===== config.mk =====
export PLATFORM = sky130hd
export DESIGN_NAME = pio_host_bridge_flat
export DESIGN_NICKNAME = d
export VERILOG_FILES = /design/src/rtl/pio_host_bridge_if.sv /design/src/rtl/pio_host_bridge.sv /design/src/flat_wrapper.sv
export SDC_FILE = /design/constraint.sdc
export NUM_CORES = 1
export LEC_CHECK = 0
export CAP_MARGIN = 20
export CELL_PAD_IN_SITES_DETAIL_PLACEMENT = 1
export CELL_PAD_IN_SITES_GLOBAL_PLACEMENT = 1
export CORE_ASPECT_RATIO = 0.75
export CORE_MARGIN = 5
export CORE_UTILIZATION = 34
export CTS_CLUSTER_DIAMETER = 40
export DETAILED_ROUTE_END_ITERATION = 6
export PLACE_DENSITY_LB_ADDON = 0.1
export SYNTH_ARGS = -nofsm -noshare
export SYNTH_HDL_FRONTEND = slang
export SYNTH_SLANG_ARGS = --single-unit

===== constraint.sdc =====
create_clock -name clk -period 1.9 [get_ports clk]
set_clock_uncertainty 0.1 [all_clocks]
set_input_delay 0.285 -clock clk [delete_from_list [all_inputs] [get_ports clk]]
set_output_delay 0.285 -clock clk [all_outputs]
set_load 0.03 [all_outputs]

===== src/rtl/pio_host_bridge_if.sv =====
// rtl/pio_host_bridge_if.sv - host byte-link streams for the PIO host bridge
interface pio_host_bridge_if;
    logic [7:0] rx_data;
    logic       rx_valid;
    logic       rx_ready;
    logic [7:0] tx_data;
    logic       tx_valid;
    logic       tx_ready;

    // Host side: sends command bytes, consumes reply bytes
    modport master (
        output rx_data, rx_valid, tx_ready,
        input  rx_ready, tx_data, tx_valid
    );

    // Bridge side: consumes command bytes, sends reply bytes
    modport slave (
        input  rx_data, rx_valid, tx_ready,
        output rx_ready, tx_data, tx_valid
    );
endinterface


===== src/rtl/pio_host_bridge.sv =====
// rtl/pio_host_bridge.sv - frames host command bytes into PIO actions and returns pull data
module pio_host_bridge #(
    parameter int unsigned TIMEOUT = 65535
) (
    input  logic             clk,
    input  logic             reset,
    pio_host_bridge_if.slave host,
    output logic [3:0]       pio_action,
    output logic [1:0]       pio_mindex,
    output logic [4:0]       pio_index,
    output logic [31:0]      pio_din,
    input  logic [31:0]      pio_dout,
    output logic             busy,
    output logic             frame_err
);
    // Idle counter only needs to reach TIMEOUT-1; the timeout fires on that cycle.
    localparam int unsigned   IW        = (TIMEOUT > 1) ? $clog2(TIMEOUT) : 1;
    localparam logic [IW-1:0] IDLE_LAST = (TIMEOUT == 0) ? '0 : IW'(TIMEOUT - 1);

    typedef enum logic [2:0] {
        IDLE  = 3'd0,
        HDR   = 3'd1,
        DATA  = 3'd2,
        ISSUE = 3'd3,
        WAIT  = 3'd4,
        REPLY = 3'd5
    } state_t;

    state_t        state_q, state_d;
    logic [1:0]    cnt_q, cnt_d;
    logic [IW-1:0] idle_q, idle_d;

    logic [3:0]    act_q;
    logic [1:0]    mindex_q;
    logic [4:0]    index_q;
    logic [23:0]   din_lo_q;
    logic [31:0]   reply_q;

    logic          rx_open;
    logic          rx_fire;
    logic          tx_fire;
    logic          timeout_hit;
    logic          in_frame;
    logic [7:0]    tx_byte;

    assign rx_open     = (state_q == IDLE) || (state_q == HDR) || (state_q == DATA);
    assign rx_fire     = rx_open && host.rx_valid;
    assign tx_fire     = (state_q == REPLY) && host.tx_ready;
    assign in_frame    = (state_q == HDR) || (state_q == DATA);
    assign timeout_hit = (TIMEOUT != 0) && (idle_q == IDLE_LAST) && !rx_fire;

    assign host.rx_ready = rx_open;
    assign host.tx_valid = (state_q == REPLY);
    assign host.tx_data  = tx_byte;
    assign busy          = (state_q != IDLE);
    assign frame_err     = in_frame && timeout_hit;

    // Reply byte mux: captured word goes out LSB first, zero outside REPLY
    always_comb begin
        tx_byte = 8'h00;
        if (state_q == REPLY) begin
            case (cnt_q)
                2'd0:    tx_byte = reply_q[7:0];
                2'd1:    tx_byte = reply_q[15:8];
                2'd2:    tx_byte = reply_q[23:16];
                default: tx_byte = reply_q[31:24];
            endcase
        end
    end

    // FSM state, byte counter and inter-byte idle counter
    always_ff @(posedge clk) begin
        if (reset) begin
            state_q <= IDLE;
            cnt_q   <= '0;
            idle_q  <= '0;
        end else begin
            state_q <= state_d;
            cnt_q   <= cnt_d;
            idle_q  <= idle_d;
        end
    end

    // Next-state logic; the byte counter is shared by DATA and REPLY
    always_comb begin
        state_d = state_q;
        cnt_d   = cnt_q;
        idle_d  = idle_q;
        case (state_q)
            IDLE: begin
                idle_d = '0;
                if (rx_fire) begin
                    state_d = HDR;
                end
            end
            HDR: begin
                if (rx_fire) begin
                    state_d = DATA;
                    cnt_d   = 2'd0;
                    idle_d  = '0;
                end else if (timeout_hit) begin
                    state_d = IDLE;
                    idle_d  = '0;
                end else begin
                    idle_d = idle_q + 1'b1;
                end
            end
            DATA: begin
                if (rx_fire) begin
                    idle_d = '0;
                    if (cnt_q == 2'd3) begin
                        state_d = ISSUE;
                    end else begin
                        cnt_d = cnt_q + 2'd1;
                    end
                end else if (timeout_hit) begin
                    state_d = IDLE;
                    idle_d  = '0;
                end else begin
                    idle_d = idle_q + 1'b1;
                end
            end
            ISSUE: begin
                state_d = (act_q == 4'd3) ? WAIT : IDLE;
            end
            WAIT: begin
                state_d = REPLY;
                cnt_d   = 2'd0;
            end
            REPLY: begin
                if (tx_fire) begin
                    if (cnt_q == 2'd3) begin
                        state_d = IDLE;
                    end else begin
                        cnt_d = cnt_q + 2'd1;
                    end
                end
            end
            default: begin
                state_d = IDLE;
            end
        endcase
    end

    // Frame assembly, one-cycle action issue and pull-data capture
    always_ff @(posedge clk) begin
        if (reset) begin
            act_q      <= '0;
            mindex_q   <= '0;
            index_q    <= '0;
            din_lo_q   <= '0;
            reply_q    <= '0;
            pio_action <= '0;
            pio_mindex <= '0;
            pio_index  <= '0;
            pio_din    <= '0;
        end else begin
            pio_action <= '0;
            if ((state_q == IDLE) && rx_fire) begin
                act_q    <= host.rx_data[3:0];
                mindex_q <= host.rx_data[5:4];
            end
            if ((state_q == HDR) && rx_fire) begin
                index_q <= host.rx_data[4:0];
            end
            if ((state_q == DATA) && rx_fire) begin
                case (cnt_q)
                    2'd0: din_lo_q[7:0]   <= host.rx_data;
                    2'd1: din_lo_q[15:8]  <= host.rx_data;
                    2'd2: din_lo_q[23:16] <= host.rx_data;
                    default: begin
                        pio_action <= act_q;
                        pio_mindex <= mindex_q;
                        pio_index  <= index_q;
                        pio_din    <= {host.rx_data, din_lo_q};
                    end
                endcase
            end
            if (state_q == WAIT) begin
                reply_q <= pio_dout;
            end
        end
    end
endmodule

===== src/flat_wrapper.sv =====
// flat-port wrapper written by rule: the top's interface ports become plain ports
module pio_host_bridge_flat 
#(
    parameter int unsigned TIMEOUT = 65535
)
  (clk, reset, pio_action, pio_mindex, pio_index, pio_din, pio_dout, busy, frame_err, host_rx_data, host_rx_valid, host_tx_ready, host_rx_ready, host_tx_data, host_tx_valid);
  pio_host_bridge_if host_i ();
  input  logic clk;
  input  logic reset;
  output logic [3:0] pio_action;
  output logic [1:0] pio_mindex;
  output logic [4:0] pio_index;
  output logic [31:0] pio_din;
  input  logic [31:0] pio_dout;
  output logic busy;
  output logic frame_err;
  input wire logic [$bits(host_i.rx_data)-1:0] host_rx_data;
  input wire logic [$bits(host_i.rx_valid)-1:0] host_rx_valid;
  input wire logic [$bits(host_i.tx_ready)-1:0] host_tx_ready;
  output wire logic [$bits(host_i.rx_ready)-1:0] host_rx_ready;
  output wire logic [$bits(host_i.tx_data)-1:0] host_tx_data;
  output wire logic [$bits(host_i.tx_valid)-1:0] host_tx_valid;
  assign host_i.rx_data = host_rx_data;
  assign host_i.rx_valid = host_rx_valid;
  assign host_i.tx_ready = host_tx_ready;
  assign host_rx_ready = host_i.rx_ready;
  assign host_tx_data = host_i.tx_data;
  assign host_tx_valid = host_i.tx_valid;
  pio_host_bridge #(.TIMEOUT(TIMEOUT)) u_core (.clk(clk), .reset(reset), .host(host_i), .pio_action(pio_action), .pio_mindex(pio_mindex), .pio_index(pio_index), .pio_din(pio_din), .pio_dout(pio_dout), .busy(busy), .frame_err(frame_err));
endmodule

==> key figures, run 1 <==
Clock tree
  – H-tree depth: 4
  – Reg clk slew, reported paths: roughly 0.060 ns
  – CTS Buf Count: 17
  – Worst skew pair latency: 0.43 ns
  – Cts hold-fix bufs: 0
  – CTS sink count: 131
  – TritonCTS clock tree: yes
  – CTS root buffer: clkbuf_16
  – CTS max path bufs: 2

Global route
  – Most Crowded Layer GR: met2
  – Met1 usage: 24.7%
  – Met2 GRT Util: approximately 31%
  – Initial antenna violation count: 0
  – First-pass GRT wire length: 27.9 mm
  – Largest net degree at the start of global routing: 48
  – Total grt overflow: 0
  – Total global-route track usage: about a fifth
  – Global-route track usage on met3: 5.00%
  – Vias in the first global route: 5524

Detailed routing
  – Number of vias per cell: 5.05
  – Total Wirelength: 17.0 mm
  – Pre-Repair DR Iteration Count: 5
  – DR vias: slightly above 5k
  – Starting DRT DRC Count: approximately 240
  – Per-cell routed wire length: about 17 microns
  – Post-detailed-route count of antenna-violating nets: 0
  – # DRC: 0

Logic synthesis
  – Top cells by area, synth: dfxtp_1 (50%), nand2_1 (13%), a21oi_1 (11%), nor2_1 (3.6%), nand3_1 (3.2%)
  – Most area-hungry cell type in the Yosys netlist: dfxtp_1
  – Number of flops mapped to enable cells by yosys: 0
  – Post-synth top flop: dfxtp_1
  – Synthesized area per cell: 7.88 sq um
  – Mapped Cells: 669
  – Synth top area share: 49.8%
  – Seq/Total Area, Yosys: between 40% and 50%
  – Synth Register Bits: 131
  – Post-Syn Nets: 720
  – Unique masters post-synth: 40
  – FFs w/ async S/R, synth: 0%
  – Post-Syn Area: ~5300 sq um
  – Ys Warns: 0

Setup path
  – CP bufs+invs: 3
  – Max Fanout on Critical Path: 6
  – Critical Path End Type: primary output
  – Largest stage delay, worst path: 0.36 ns
  – Worst setup SP type: flop
  – CP Data Arrival Time: roughly 1.9 ns
  – R2r worst-path depth: 6
  – Critical path type: flop to primary output
  – Worst-path cell with the longest stage delay: dfxtp_4
  – Cell family with most CP delay: compound AO/OA/AOI/OAI gates
  – Critical Path RT: roughly 1.5 ns
  – Cell chain of the critical path: buf_6 > ha_4 > buf_6 > a222oi_1 > nor2_1 > a21oi_2 > nor2_2 > buf_6
  – Most frequent cell on the critical path: buf_6
  – WP depth: 8

Final layout
  – Final Non-Filler Cells: 1020
  – Nets: 853
  – Area growth from synthesis to layout: 48.1%
  – Most frequent cells in the layout: nand2_1 (181), dfxtp_1 (119), a21oi_1 (106), clkdlybuf4s50_1 (84), buf_4 (46)
  – Most common cell after layout, fill and taps aside: nand2_1
  – Layout cells sized above 1: 20.5%
  – Diodes inserted: 0

Floorplanning
  – Die Ht: 118 microns
  – Initial Util: around a third
  – Num rows: 39
  – I/O pin total: between 90 and 100
  – Core area: about 15000 sq um
  – Die X: about 150 microns
  – Die Area: 18100 sq um

Timing
  – Post-route clock period utilization: 122%
  – RSZ-0062 raised after global routing: true
  – WHS: between 0.2 and 0.25 ns
  – Max-slew violations: 0
  – Final WS setup: -0.426 ns
  – Endpoints failing setup: 10
  – Final min period: 2.33 ns
  – Slew HR: 68.0%
  – Total Neg Setup Slack: -3.28 ns
  – Fmax: around 0.43 GHz
  – Worst Tran Pin Value: just under 0.5 ns
  – Final Hold Viols: 0

Pwr
  – Power consumption: about 6.8 mW
  – Leakage: 2.74 nW
  – IR drop worst, VDD: 0.000607 V
  – Power Dens Cells: slightly below 900 nW/um^2

Worst hold path
  – Hold path depth: 2
  – Tightest Hold Check Type: input pin to flop

Placed design
  – Post-Place Setup Slack: -0.131 ns
  – DP HPWL: between 10 and 15 mm
  – Placed Cells incl. Taps: 974
  – IO Port Bufs: 98
  – GPL Wtd Cong: ~0.83

Job
  – Max-cap viol count: 0

Status
  – Failing checks: negative setup slack
  – Outcome: finished, violations left
## per-layer routing
layer / wire length [microns] / share of wire (%)
met5: 0 / 0
met4: 153 / 0.90
met3: 774 / 4.5
met2: 8030 / 47
met1: 8060 / 47
## path summary, 6_finish.rpt
kind | slack (ns) | start | to
setup / recovery | -0.43 | u_core.cnt_q[0]$_SDFFE_PP0P_ | host_tx_data[3]
hold / removal | 0.20 | reset | u_core.state_q[2]$_SDFFE_PP0P_
setup reg to reg | 0.05 | u_core.idle_q[0]$_SDFFE_PP0P_ | u_core.idle_q[12]$_SDFFE_PP0P_
hold reg to reg | 0.35 | u_core.pio_din[2]$_SDFFE_PP0P_ | u_core.pio_din[2]$_SDFFE_PP0P_
## state kept, by name (all words and copies together) (netlist names)
name               flops
u_core.pio_din        32
u_core.reply_q        32
u_core.din_lo_q       24
u_core.idle_q         16
u_core.index_q         5
u_core.pio_index       5
u_core.act_q           4
u_core.pio_action      4
u_core.state_q         3
u_core.cnt_q           2
u_core.mindex_q        2
u_core.pio_mindex      2
## cells in the mapped netlist (2+ instances only)
| cell | number |
|---|---|
| dfxtp_1 | 131 |
| or3_1 | 2 |
| a22oi_1 | 3 |
| nand3_1 | 34 |
| nor3_1 | 8 |
| and3_1 | 7 |
| o211ai_1 | 2 |
| clkbuf_1 | 37 |
| a222oi_1 | 8 |
| a21oi_1 | 114 |
| buf_1 | 2 |
| xnor2_1 | 2 |
| buf_2 | 6 |
| o21ai_0 | 4 |
| nand2b_1 | 3 |
| or4_1 | 2 |
| and2_1 | 2 |
| ha_1 | 7 |
| nand2_1 | 186 |
| a31oi_1 | 2 |
| nor4_1 | 6 |
| nor2b_1 | 2 |
| nor2_1 | 50 |
| inv_1 | 9 |
| nand4b_1 | 2 |
| nand4_1 | 5 |
| xor2_1 | 10 |
| mux2i_1 | 11 |
## logic make-up (layout without fill, tap and decap cells)
group,after synthesis,in the layout,synth area share (%)
AO/OA/AOI/OAI,139,139,14.6
XOR/XNOR,12,12,1.99
adder cells (fa/ha/maj),7,7,1.66
buffers and inverters,54,200,3.99
flip-flops,131,131,49.8
multiplexers,11,11,2.09
AND/OR/NAND/NOR,315,315,25.9
## power breakdown
group	switching, mW	total [mW]	leakage (nW)	internal, mW
clock network	1.32	3.39	0.282	2.07
logic	0.280	0.552	1.39	0.272
registers	0.0357	2.82	1.06	2.78
total	1.64	6.76	2.74	5.12
## per-stage QoR
stage	utilization [%]	cell area (sq um)
6_report	51.3	7810
5_1_grt	51.3	7810
4_1_cts	50.5	7690
3_5_place_dp	44.7	6810
3_3_place_gp	44.7	6810
2_1_floorplan	-	5320
## timing repair
action                     in CTS  in global routing
setup buffers                  11                  3
setup endpoints to repair      21                 46
cloned                          1                  0
gates resized for setup        60                 29
pin swaps                      25                 15
## cell type report
type,instances,area (sq um)
Tap cell,205,256
Sequential cell,131,2650
Clock inverter,15,181
Multi-Input combinational cell,484,2650
Fill cell,1798,7420
Clock buffer,17,425
Timing Repair Buffer,159,1600
Inverter,9,46.3
No activity file was read; power rests on OpenSTA's default activity.
==> inputs of run 2 (changes only) <==
- PLACE_DENSITY_LB_ADDON: 0.1 -> 0.12
==> key figures, run 2 (synthesis gave the netlist of run 1 again) <==
Clock tree
  – Worst skew pair latency: 0.42 ns (was 0.43 ns)
  – CTS max path bufs: 2 (unchanged)
  – CTS Buf Count: 17 (unchanged)
  – Cts hold-fix bufs: 0 (unchanged)
  – TritonCTS clock tree: yes (unchanged)
  – CTS sink count: 131 (unchanged)
  – Reg clk slew, reported paths: 0.05 ns (was 0.06 ns)
  – CTS root buffer: clkbuf_16 (unchanged)
  – H-tree depth: 4 (unchanged)

Final layout
  – Diodes inserted: 0 (unchanged)
  – Biggest regs: u_core.pio_din (32), u_core.reply_q (32), u_core.din_lo_q (24) (unchanged)
  – Final Non-Filler Cells: 1016 (was 1020)
  – Nets: 851 (was 853)
  – Final non-filler cell area: 7670 sq um (was 7810 sq um)
  – Most frequent cells in the layout: nand2_1 (183), dfxtp_1 (125), a21oi_1 (108), clkdlybuf4s50_1 (85), buf_4 (49) (was nand2_1 (181), dfxtp_1 (119), a21oi_1 (106), clkdlybuf4s50_1 (84), buf_4 (46))
  – # fillers: 1786 (was 1798)
  – Area growth from synthesis to layout: 45.6% (was 48.1%)
  – Layout cells sized above 1: 18.1% (was 20.5%)
  – Most common cell after layout, fill and taps aside: nand2_1 (unchanged)

Status
  – Outcome: finished, violations left (unchanged)
  – Failing checks: negative setup slack (unchanged)

Timing
  – Total Neg Setup Slack: -3.30 ns (was -3.28 ns)
  – Final min period: 2.34 ns (was 2.33 ns)
  – Final WS setup: -0.442 ns (was -0.426 ns)
  – Post-route clock period utilization: 123% (was 122%)
  – Worst Tran Pin Value: 0.539 ns (was 0.480 ns)
  – Final Hold Viols: 0 (unchanged)
  – Max-slew violations: 0 (unchanged)
  – RSZ-0062 raised after global routing: true (unchanged)
  – Endpoints failing setup: 9 (was 10)
  – Fmax: 0.427 GHz (was 0.430 GHz)
  – Slew HR: 64.1% (was 68.0%)

Placed design
  – DP HPWL: 11.8 mm (was 11.6 mm)
  – Placed Cells incl. Taps: 971 (was 974)
  – GPL Wtd Cong: 0.781 (was 0.833)
  – IO Port Bufs: 98 (unchanged)
  – Dpl cell area: 6800 sq um (was 6810 sq um)

Worst hold path
  – Hold path depth: 2 (unchanged)
  – Hold EP: u_core.act_q[3]$_SDFFE_PP0P_ (was u_core.state_q[2]$_SDFFE_PP0P_)
  – Tightest Hold Check Type: input pin to flop (unchanged)
  – Hold path start: reset (unchanged)

Pwr
  – Power consumption: 6.43 mW (was 6.76 mW)
  – Leakage: 2.69 nW (was 2.74 nW)
  – Power Dens Cells: 839 nW/um^2 (was 866 nW/um^2)
  – IR drop worst, VDD: 0.000591 V (was 0.000607 V)

Setup path
  – R2r setup slk: 0.03 ns (was 0.05 ns)
  – Critical path type: flop to primary output (unchanged)
  – Critical Path End Type: primary output (unchanged)
  – Worst setup SP type: flop (unchanged)
  – Worst flop-to-flop path endpoint: u_core.idle_q[12]$_SDFFE_PP0P_ (unchanged)
  – Max Fanout on Critical Path: 6 (unchanged)
  – CP Data Arrival Time: 1.96 ns (was 1.94 ns)
  – R2r worst-path depth: 6 (unchanged)
  – Critical Path RT: 1.51 ns (about the same)
  – Reg-to-reg critical path startpoint: u_core.idle_q[0]$_SDFFE_PP0P_ (unchanged)

Global route
  – First-pass GRT wire length: 28.1 mm (was 27.9 mm)
  – Initial antenna violation count: 0 (unchanged)
  – Vias in the first global route: 5473 (was 5524)
  – Total global-route track usage: 19.0% (was 18.8%)
  – Total grt overflow: 0 (unchanged)
  – Largest net degree at the start of global routing: 53 (was 48)

Detailed routing
  – Total Wirelength: 17.5 mm (was 17.0 mm)
  – Pre-Repair DR Iteration Count: 4 (was 5)
  – Starting DRT DRC Count: 277 (was 241)
  – Post-detailed-route count of antenna-violating nets: 0 (unchanged)
  – Per-cell routed wire length: 17.3 microns (was 16.7 microns)
  – # DRC: 0 (unchanged)
  – DR vias: 5140 (was 5152)
  – Number of vias per cell: 5.06 (was 5.05)

Job
  – Max-cap viol count: 0 (unchanged)

Floorplanning
  – Die Ht: 118 microns (unchanged)
  – Num rows: 39 (unchanged)
  – Core area: 15200 sq um (unchanged)
  – Initial Util: 34.6% (unchanged)
  – Die X: 154 microns (unchanged)
  – Die Area: 18100 sq um (unchanged)
  – I/O pin total: 99 (unchanged)
[run 2: worst max-delay path by stage]
stage	start	endpoint	slack [ns]
finish	u_core.cnt_q[0]$_SDFFE_PP0P_	host_tx_data[1]	-0.44
global route	u_core.cnt_q[0]$_SDFFE_PP0P_	host_tx_data[5]	-0.55
floorplan	u_core.cnt_q[1]$_SDFFE_PP0P_	host_tx_data[6]	-0.04
CTS	u_core.cnt_q[0]$_SDFFE_PP0P_	host_tx_data[1]	-0.42
global placement	u_core.cnt_q[0]$_SDFFE_PP0P_	host_tx_data[2]	-0.06
detailed placement	u_core.cnt_q[0]$_SDFFE_PP0P_	host_tx_data[2]	-0.15
[run 2: final cells by class]
class / count / area (sq um) / area share (%)
repair buffers: 157 / 1570 / 20.4
clock buffers: 25 / 485 / 6.33
multi-input cells: 484 / 2630 / 34.3
inverters: 9 / 45.0 / 0.587
clock inverters: 5 / 52.6 / 0.685
flip-flops and latches: 131 / 2640 / 34.4
well taps: 205 / 256 / 3.34
[run 2: what timing repair did]
item | in CTS | in global routing
endpoints found under the setup margin | 22 | 24
gates resized for setup | 36 | 26
pin swaps | 16 | 16
setup buffers | 6 | 9
[run 2: routing by layer]
layer / part of all wire (%) / vias to the layer above / GRT usage (%)
met5: 0 / - / 0
met4: 1.1 / 0 / 5.85
met3: 3.9 / 21 / 4.56
met2: 47 / 97 / 30.4
met1: 48 / 2508 / 25.5
li1: - / 2514 / -
[run 2: where the power goes]
part / internal [mW] / leakage, nW / total [mW] / switching (mW)
combinational: 0.269 / 1.37 / 0.557 / 0.288
sequential: 2.78 / 1.06 / 2.81 / 0.0322
clock: 1.88 / 0.263 / 3.06 / 1.18
[run 2: metrics by stage]
| stage | hold WS (ns) | util (%) | worst slack, ns |
|---|---|---|---|
| final | 0.125 | 50.4 | -0.442 |
| after global routing | 0.121 | 50.4 | -0.549 |
| after CTS | 0.108 | 49.3 | -0.424 |
| after detailed placement | 0.350 | 44.7 | -0.147 |
| after global placement | 0.342 | 44.7 | -0.0565 |
| after floorplan | 0.321 | - | -0.0377 |
[run 2: worst max-delay path: stages, from the launching register on]
cell and delay [ns]:
dfxtp_4 0.38, inv_6 0.05, ha_4 0.19, buf_6 0.13
a222oi_1 0.33, nor2_1 0.10, a21oi_1 0.16, nor2_2 0.05
buf_6 0.13
==> inputs of run 3 (changes only) <==
- CORE_MARGIN: 5 -> not set
==> key figures, run 3 (synthesis gave the netlist of run 1 again) <==
Status
  – Outcome: finished, violations left (unchanged)
  – Failing checks: negative setup slack (unchanged)

Floorplanning
  – Initial Util: 34.7% (was 34.6%)
  – Die Ht: 110 microns (was 118 microns)
  – Num rows: 39 (unchanged)
  – Die X: 146 microns (was 154 microns)
  – I/O pin total: 99 (unchanged)
  – Core area: 15200 sq um (about the same)
  – Die Area: 16000 sq um (was 18100 sq um)

Timing
  – Max-slew violations: 0 (unchanged)
  – Total Neg Setup Slack: -3.40 ns (was -3.30 ns)
  – RSZ-0062 raised after global routing: true (unchanged)
  – Endpoints failing setup: 10 (was 9)
  – Final WS setup: -0.429 ns (was -0.442 ns)
  – Slew HR: 67.4% (was 64.1%)
  – WHS: 0.0822 ns (was 0.125 ns)
  – Final Hold Viols: 0 (unchanged)
  – Final min period: 2.33 ns (was 2.34 ns)
  – Post-route clock period utilization: 123% (about the same)
  – Fmax: 0.429 GHz (was 0.427 GHz)
  – Worst Tran Pin Value: 0.490 ns (was 0.539 ns)

Worst hold path
  – Hold path start: reset (unchanged)
  – Hold path depth: 2 (unchanged)
  – Tightest Hold Check Type: input pin to flop (unchanged)
  – Hold EP: u_core.idle_q[1]$_SDFFE_PP0P_ (was u_core.act_q[3]$_SDFFE_PP0P_)

Job
  – Max-cap viol count: 0 (unchanged)

Setup path
  – Cell chain of the critical path: inv_4 > ha_4 > buf_6 > a222oi_1 > nor2_1 > a21oi_2 > nor2_2 > buf_6 (was inv_6 > ha_4 > buf_6 > a222oi_1 > nor2_1 > a21oi_1 > nor2_2 > buf_6)
  – Critical Path RT: 1.51 ns (about the same)
  – Largest stage delay, worst path: 0.38 ns (about the same)
  – Worst flop-to-flop path endpoint: u_core.idle_q[12]$_SDFFE_PP0P_ (unchanged)
  – Max Fanout on Critical Path: 8 (was 6)
  – Worst-path cell with the longest stage delay: dfxtp_4 (unchanged)
  – Critical path type: flop to primary output (unchanged)
  – Most frequent cell on the critical path: buf_6 (unchanged)
  – Reg-to-reg critical path startpoint: u_core.idle_q[1]$_SDFFE_PP0P_ (was u_core.idle_q[0]$_SDFFE_PP0P_)
  – Critical Path End Type: primary output (unchanged)
  – R2r worst-path depth: 5 (was 6)
  – R2r setup slk: 0.07 ns (was 0.03 ns)
  – Worst setup SP type: flop (unchanged)
  – CP Data Arrival Time: 1.94 ns (was 1.96 ns)

Global route
  – Largest net degree at the start of global routing: 44 (was 53)
  – Initial antenna violation count: 0 (unchanged)
  – Total grt overflow: 0 (unchanged)
  – Total global-route track usage: 21.3% (was 19.0%)
  – Vias in the first global route: 5311 (was 5473)
  – First-pass GRT wire length: 26.5 mm (was 28.1 mm)

Detailed routing
  – DR vias: 5120 (was 5140)
  – Total Wirelength: 16.7 mm (was 17.5 mm)
  – # DRC: 0 (unchanged)
  – Metal3 WL: 589 microns (was 689 microns)
  – WL met2: 8.02 mm (was 8.19 mm)
  – Highest routed layer: met4 (unchanged)
  – Starting DRT DRC Count: 212 (was 277)
  – Pre-Repair DR Iteration Count: 4 (unchanged)
  – Number of vias per cell: 5.06 (about the same)
  – Met1 Wirelength: 7.93 mm (was 8.45 mm)
  – Post-detailed-route count of antenna-violating nets: 0 (unchanged)
  – Per-cell routed wire length: 16.5 microns (was 17.3 microns)

Final layout
  – Layout cells sized above 1: 17.8% (was 18.1%)
  – Most frequent cells in the layout: nand2_1 (186), dfxtp_1 (125), a21oi_1 (107), clkdlybuf4s50_1 (84), buf_4 (49) (was nand2_1 (183), dfxtp_1 (125), a21oi_1 (108), clkdlybuf4s50_1 (85), buf_4 (49))
  – Nets: 848 (was 851)
  – Final Non-Filler Cells: 1012 (was 1016)
  – Final Util: 50.1% (was 50.4%)
  – Biggest regs: u_core.pio_din (32), u_core.reply_q (32), u_core.din_lo_q (24) (unchanged)
  – Diodes inserted: 0 (unchanged)
  – Area growth from synthesis to layout: 44.2% (was 45.6%)
  – Most common cell after layout, fill and taps aside: nand2_1 (unchanged)
  – Final non-filler cell area: 7600 sq um (was 7670 sq um)

Pwr
  – Power Dens Cells: 843 nW/um^2 (was 839 nW/um^2)
  – IR drop worst, VDD: 0.000628 V (was 0.000591 V)
  – Leakage: 2.66 nW (was 2.69 nW)
  – Power consumption: 6.40 mW (was 6.43 mW)

Placed design
  – Dpl cell area: 6760 sq um (was 6800 sq um)
  – Post-Place Setup Slack: -0.421 ns (was -0.147 ns)
  – Placed Cells incl. Taps: 973 (was 971)
  – DP HPWL: 11.4 mm (was 11.8 mm)
  – GPL Wtd Cong: 0.836 (was 0.781)
  – IO Port Bufs: 98 (unchanged)

Clock tree
  – Reg clk slew, reported paths: 0.06 ns (was 0.05 ns)
  – H-tree depth: 4 (unchanged)
  – Cts hold-fix bufs: 0 (unchanged)
  – CTS root buffer: clkbuf_16 (unchanged)
  – TritonCTS clock tree: yes (unchanged)
  – CTS Buf Count: 17 (unchanged)
  – CTS sink count: 131 (unchanged)
  – CTS max path bufs: 2 (unchanged)
  – Worst skew pair latency: 0.42 ns (about the same)
## run 3: worst max-delay path by stage
stage | start | to | slack, ns | cells after the start
after global routing | u_core.cnt_q[0]$_SDFFE_PP0P_ | host_tx_data[7] | -0.50 | 8
after detailed placement | u_core.cnt_q[0]$_SDFFE_PP0P_ | host_tx_data[0] | -0.42 | 7
after floorplan | u_core.cnt_q[1]$_SDFFE_PP0P_ | host_tx_data[6] | -0.04 | 8
after CTS | u_core.cnt_q[0]$_SDFFE_PP0P_ | host_tx_data[3] | -0.46 | 8
final | u_core.cnt_q[0]$_SDFFE_PP0P_ | host_tx_data[3] | -0.43 | 8
after global placement | u_core.cnt_q[0]$_SDFFE_PP0P_ | host_tx_data[0] | -0.36 | 7
## run 3: layer usage
metal,vias up,GRT usage [%]
met3,16,4.77
met2,100,35.9
met1,2504,26.9
met5,-,0
met4,0,7.67
li1,2500,-
## run 3: repair_timing
action | CTS | global route
pin swaps | 14 | 16
setup endpoints to repair | 14 | 26
setup buffers | 6 | 3
gates resized for setup | 42 | 28
gates cloned | 1 | 0
## run 3: cell type report
| cell class | instances | area (sq um) |
|---|---|---|
| multi-input cells | 484 | 2590 |
| clock inverters | 4 | 50.0 |
| well taps | 205 | 256 |
| repair buffers | 154 | 1520 |
| inverters | 9 | 51.3 |
| fillers | 1773 | 7580 |
| flip-flops and latches | 131 | 2640 |
| clock buffers | 25 | 495 |
## run 3: power by group
| group | switching, mW | leakage (nW) | total (mW) | internal [mW] |
|---|---|---|---|---|
| Sequential | 0.0241 | 1.06 | 2.81 | 2.78 |
| Clock | 1.16 | 0.261 | 3.08 | 1.91 |
| Combinational | 0.283 | 1.34 | 0.520 | 0.238 |
| Total | 1.47 | 2.66 | 6.40 | 4.93 |
## run 3: critical path, delay by kind of cell, from the launching register on
family / cells / cell delay (ns)
DFF: 1 / 0.38
and+or+nand+nor: 2 / 0.18
buffers and inverters: 3 / 0.31
adders and majority gates: 1 / 0.16
AOI/OAI and AO/OA: 2 / 0.49
